## src/rtl/regfile_mp.sv

```systemverilog
`default_nettype none
// ============================================================================
//  Module   : regfile_mp
//  Purpose  : Multi-port register file with two write ports, optional
//             write-to-read bypass and a per-register busy scoreboard with
//             an outstanding-reservation counter. Register 0 reads as zero.
//  Revision : 1.0  initial release
// ============================================================================
module regfile_mp #(
  parameter int DATA_W = 32,
  parameter int ADDR_W = 5,
  parameter int NUM_RD = 2,
  parameter int BYPASS = 1
) (
  input  logic                     CLK,
  input  logic                     RST,
  input  logic [NUM_RD*ADDR_W-1:0] RdAddr,
  output logic [NUM_RD*DATA_W-1:0] RdData,
  output logic [NUM_RD-1:0]        RdBusy,
  input  logic                     WrEn0,
  input  logic [ADDR_W-1:0]        WrAddr0,
  input  logic [DATA_W-1:0]        WrData0,
  input  logic                     WrEn1,
  input  logic [ADDR_W-1:0]        WrAddr1,
  input  logic [DATA_W-1:0]        WrData1,
  input  logic                     RsvEn,
  input  logic [ADDR_W-1:0]        RsvAddr,
  output logic                     RsvAck,
  output logic [ADDR_W:0]          BusyCnt
);

  localparam int DEPTH = 2**ADDR_W;

  logic [DATA_W-1:0] mem_q [DEPTH];
  logic [DATA_W-1:0] mem_d [DEPTH];
  logic [DEPTH-1:0]  busy_q, busy_d;
  logic [ADDR_W:0]   cnt_q, cnt_d;

  logic wr0_v, wr1_v, rsv_same, cnt_inc, cnt_dec;

  // Writes to index 0 are never effective on either port.
  assign wr0_v    = WrEn0 && (WrAddr0 != '0);
  assign wr1_v    = WrEn1 && (WrAddr1 != '0);
  // A port-1 write retiring the register being reserved in the same cycle
  // frees it, so the new reservation is accepted regardless of busy_q.
  assign rsv_same = wr1_v && (WrAddr1 == RsvAddr);

  assign RsvAck  = !RST && RsvEn && (RsvAddr != '0) &&
                   (!busy_q[RsvAddr] || rsv_same);
  assign BusyCnt = cnt_q;

  // Counter tracks the population of busy_q: grows only when a clear bit
  // becomes set, shrinks only when a set bit is cleared and not re-reserved.
  assign cnt_inc = RsvAck && !busy_q[RsvAddr];
  assign cnt_dec = wr1_v && busy_q[WrAddr1] && !(RsvAck && rsv_same);

  // Next-state for storage, scoreboard and counter; port 1 overrides port 0.
  always_comb begin
    mem_d = mem_q;
    if (wr0_v) mem_d[WrAddr0] = WrData0;
    if (wr1_v) mem_d[WrAddr1] = WrData1;
    mem_d[0] = '0;

    busy_d = busy_q;
    if (wr1_v)  busy_d[WrAddr1] = 1'b0;
    if (RsvAck) busy_d[RsvAddr] = 1'b1;
    busy_d[0] = 1'b0;

    cnt_d = cnt_q + {{ADDR_W{1'b0}}, cnt_inc} - {{ADDR_W{1'b0}}, cnt_dec};
  end

  // State registers, cleared asynchronously.
  always_ff @(posedge CLK or posedge RST) begin
    if (RST) begin
      for (int i = 0; i < DEPTH; i++) mem_q[i] <= '0;
      busy_q <= '0;
      cnt_q  <= '0;
    end else begin
      mem_q  <= mem_d;
      busy_q <= busy_d;
      cnt_q  <= cnt_d;
    end
  end

  for (genvar k = 0; k < NUM_RD; k++) begin : g_rd
    logic [ADDR_W-1:0] ra;
    logic [DATA_W-1:0] rdata;
    logic              rbusy;

    assign ra = RdAddr[k*ADDR_W +: ADDR_W];

    // Read mux: port-1 bypass, then port-0 bypass, then storage; zero in reset.
    always_comb begin
      rdata = mem_q[ra];
      rbusy = busy_q[ra];
      if ((BYPASS != 0) && wr1_v && (WrAddr1 == ra)) begin
        rdata = WrData1;
        rbusy = 1'b0;
      end else if ((BYPASS != 0) && wr0_v && (WrAddr0 == ra)) begin
        rdata = WrData0;
      end
      if (RST) begin
        rdata = '0;
        rbusy = 1'b0;
      end
    end

    assign RdData[k*DATA_W +: DATA_W] = rdata;
    assign RdBusy[k]                  = rbusy;
  end

endmodule
`default_nettype wire

```

## config.mk

```make
export PLATFORM = sky130hd
export DESIGN_NAME = regfile_mp
export DESIGN_NICKNAME = d
export VERILOG_FILES = /design/src/rtl/regfile_mp.sv
export SDC_FILE = /design/constraint.sdc
export NUM_CORES = 2
export LEC_CHECK = 0
export CAP_MARGIN = 5
export CORE_ASPECT_RATIO = 1.25
export CORE_UTILIZATION = 35
export DETAILED_ROUTE_END_ITERATION = 10
export GPL_TIMING_DRIVEN = 1
export HOLD_SLACK_MARGIN = 0.12
export PLACE_DENSITY = 0.59
export SYNTH_ARGS = -nofsm -noshare
export SYNTH_HDL_FRONTEND = slang
export SYNTH_SLANG_ARGS = --single-unit
```

## constraint.sdc

```tcl
create_clock -name CLK -period 101.9 [get_ports CLK]
set_input_delay 15.285 -clock CLK [delete_from_list [all_inputs] [get_ports CLK]]
set_output_delay 15.285 -clock CLK [all_outputs]
set_load 0.02 [all_outputs]
```

==> metrics.md <==
| Metric | Value |
|---|---|
| Final hold violations | `0` |
| Async SR Flop Fraction | `100%` |
| Final count of pins violating max slew | `0` |
| PostCTS Resize Cnt | `0` |
| Overflow after GRT | `0` |
| Tot Pwr | `1.41 mW` |
| Die height | `approximately 490 um` |
| First-pass GRT wire length | `around 420 mm` |
| IO Pins | `roughly 170` |
| Via count | `58,698` |
| Status | `completed` |
| Placer's final routability congestion estimate | `a little over 0.9` |
| R2R depth | `13` |
| Worst EP arrival | `between 20 and 25 ns` |
| Synth top area share | `about two fifths` |
| Crit Path Class | `input port to output port` |
| Num Clock Sinks | `just over 1,000` |
| PD cells | `19.0 nW/um^2` |
| Synth unique cells | `71` |
| Final worst path period need | `~36 ns` |
| Area Growth Syn to Fin | `10.4%` |
| Crit Path Max Fanout | `slightly below 80` |
| All-Layer GR Usage | `30.2%` |
| Clock latency on the worst-skew pair | `about 0.76 ns` |
| Routed vias/inst | `around 6.5` |
| Maximum VDD drop | `about 0.014 mV` |
| Cell area after layout | `approximately 74,000 um^2` |
| CTS H-tree depth | `3` |
| First-pass DRT Iterations | `8` |
| Syn_nets | `6,887` |
| Post-DP HPWL | `approximately 170 mm` |
| Max Clk Rate | `~28 MHz` |
| Setup TNS Final | `0 ns` |
| Filler cells | `between 15,000 and 20,000` |
| Largest net degree at the start of global routing | `128` |
| Vias in the first global route | `between 50,000 and 60,000` |
| Hold Crit Depth | `1` |
| Leak | `30.3 nW` |
| DRC Markers | `0` |
| R2R Setup Slk | `98.57 ns` |
| TritonCTS Buffers | `roughly 110` |
| Initial antenna violation count | `16` |
| EDFF count, synth | `0` |
| Net total in the final layout | `6,543` |
| Die Area | `slightly below 200,000 um^2` |
| Slew @ Worst Pin | `~1.4 ns` |
| CP Capture Type | `output port` |
| Finished Core Util | `about two fifths` |
| RSZ-0062 raised after global routing | `false` |
| Clock skew after layout | `0.0131 ns` |
| Seq cells post-synth | `roughly 1,000` |
| Clock-pin slew on the worst setup and hold paths | `0.06 ns` |
| Routed Antenna Nets | `0` |
| Slew HR | `around 6%` |
| Root Driver | `clkbuf_16` |
| Row count | `179` |
| Synth Area per Inst | `9.89 um^2` |
| Layout cell share with drive strength beyond 1 | `about 16%` |
| Routed WL per cell | `around 33 um` |
| Starting density of the core | `35.3%` |
| Post-synthesis sequential area ratio | `38.4%` |
| Hold_ws | `between 0.5 and 0.6 ns` |
| Total Wirelength | `around 300 mm` |
| Post-synthesis cell area | `67,100 um^2` |
| CTS Buffer Depth | `3` |
| Hold-fix buffers at CTS | `0` |
| PortBufs | `166` |
| TritonCTS clock tree | `built` |
| CP Launch Type | `input port` |
| DP Area | `70,400 um^2` |
| Final clock period utilization by the worst path | `between 30% and 40%` |
| Hold crit path type | `flip-flop to flip-flop` |
| Die width | `394 um` |
| Setup-failing EPs final | `0` |
| CP required | `86.62 ns` |
| Cell type with the largest total area after synthesis | `dfrtp_1` |
| Ys flop type | `dfrtp_1` |
| Buffer count from post-CTS setup fixing | `0` |
| CORE AREA | `about 190,000 um^2` |
| Cells after Synth | `a little under 7,000` |
| Starting DRC count in detailed routing | `slightly above 8,000` |
| Synth warn | `0` |
| Synth top area cells | `dfrtp_1, mux4_2, mux2i_1` |
| Max-cap viol count | `0` |
## power breakdown
group	internal, mW	switching (mW)	leakage [nW]
sequential	0.516	0.0852	12.6
clock	0.235	0.189	1.81
combinational	0.199	0.183	15.8
total	0.950	0.457	30.3
## registers in the layout, summed over array words and instances (netlist names)
| signal | count |
|---|---|
| mem_q | 992 |
| busy_q | 31 |
| BusyCnt | 6 |
## worst max-delay path, cell delays in order
cell and delay [ns]:
clkdlybuf4s50_1 0.82, or3_4 0.28, o31a_2 0.13, buf_4 0.64, buf_4 0.80, nand4_1 0.23
buf_4 0.30, nor2_4 1.04, a221oi_1 0.60, clkdlybuf4s50_1 0.68
## through the flow
step,cells,worst slack [ns]
6_report,9072,65.60
5_1_grt,9067,65.33
4_1_cts,9066,65.64
3_5_place_dp,8866,65.66
3_3_place_gp,8866,65.74
2_1_floorplan,6786,36.84
## cells in the mapped netlist, types with 22 or more instances
library cell  instances
buf_2               189
a2111oi_0            32
o22ai_1              67
o311ai_0             33
nor2_1              789
mux2_2              132
a21oi_1             665
o2111ai_1            31
o21ai_1              56
a22oi_1              41
a221oi_1             35
o21ai_0             502
clkbuf_1            509
mux2i_1             873
a32oi_1             130
nor4_1               28
nor2b_1              45
buf_4                53
a22o_1               32
nand3_1              22
mux4_2              437
nand4_1              72
dfrtp_1            1029
buf_1                64
inv_1                54
a211oi_1             33
nand2_1             667
## cell usage in the layout (no fill, tap or decap), types with 130 or more instances in the layout
| cell | count |
|---|---|
| a32oi_1 | 130 |
| nand2_1 | 637 |
| dfrtp_1 | 1029 |
| buf_4 | 213 |
| mux2i_1 | 873 |
| mux2_2 | 132 |
| clkdlybuf4s50_1 | 158 |
| nor2_1 | 757 |
| a21oi_1 | 665 |
| mux4_2 | 437 |
| o21ai_0 | 502 |
## logic make-up after synthesis
| family | count (synthesis) | synth area share (%) |
|---|---|---|
| xor gates and xnor gates | 30 | 0.391 |
| buffers and inverters | 889 | 5.81 |
| muxes | 1442 | 29.9 |
| AOI/OAI and AO/OA | 1692 | 14.9 |
| DFF | 1029 | 38.4 |
| and+or+nand+nor | 1697 | 10.5 |
| adders and majority gates | 7 | 0.142 |
## area by class of cell
class,count,area (um^2),share of cell area (%)
inverters,55,214,0.289
repair buffers,380,3330,4.49
flip-flops and latches,1029,25700,34.7
well taps,2534,3170,4.28
clock buffers,162,3240,4.37
multi-input cells,4868,38000,51.2
diodes,6,15.0,0.0203
clock inverters,38,429,0.579
## metal layers
| metal | share of wire, % | vias up | global-route usage (%) | wire [um] |
|---|---|---|---|---|
| li1 | - | 24154 | - | - |
| met1 | 36 | 28830 | 36.7 | 106000 |
| met2 | 44 | 4345 | 45.6 | 131000 |
| met3 | 12 | 1345 | 8.08 | 35600 |
| met4 | 9.0 | 24 | 23.0 | 26900 |
| met5 | 0.058 | - | 0 | 173 |
## final timing paths
check	endpoint	from
max	RdData[51]	WrAddr0[2]
min	BusyCnt[0]	BusyCnt[0]
max reg2reg	BusyCnt[4]	busy_q[16]
min reg2reg	BusyCnt[0]	BusyCnt[0]
max in group asynchronous	mem_q[146]	RST
min in group asynchronous	busy_q[28]	RST
Power figures use the tool's default switching activity.
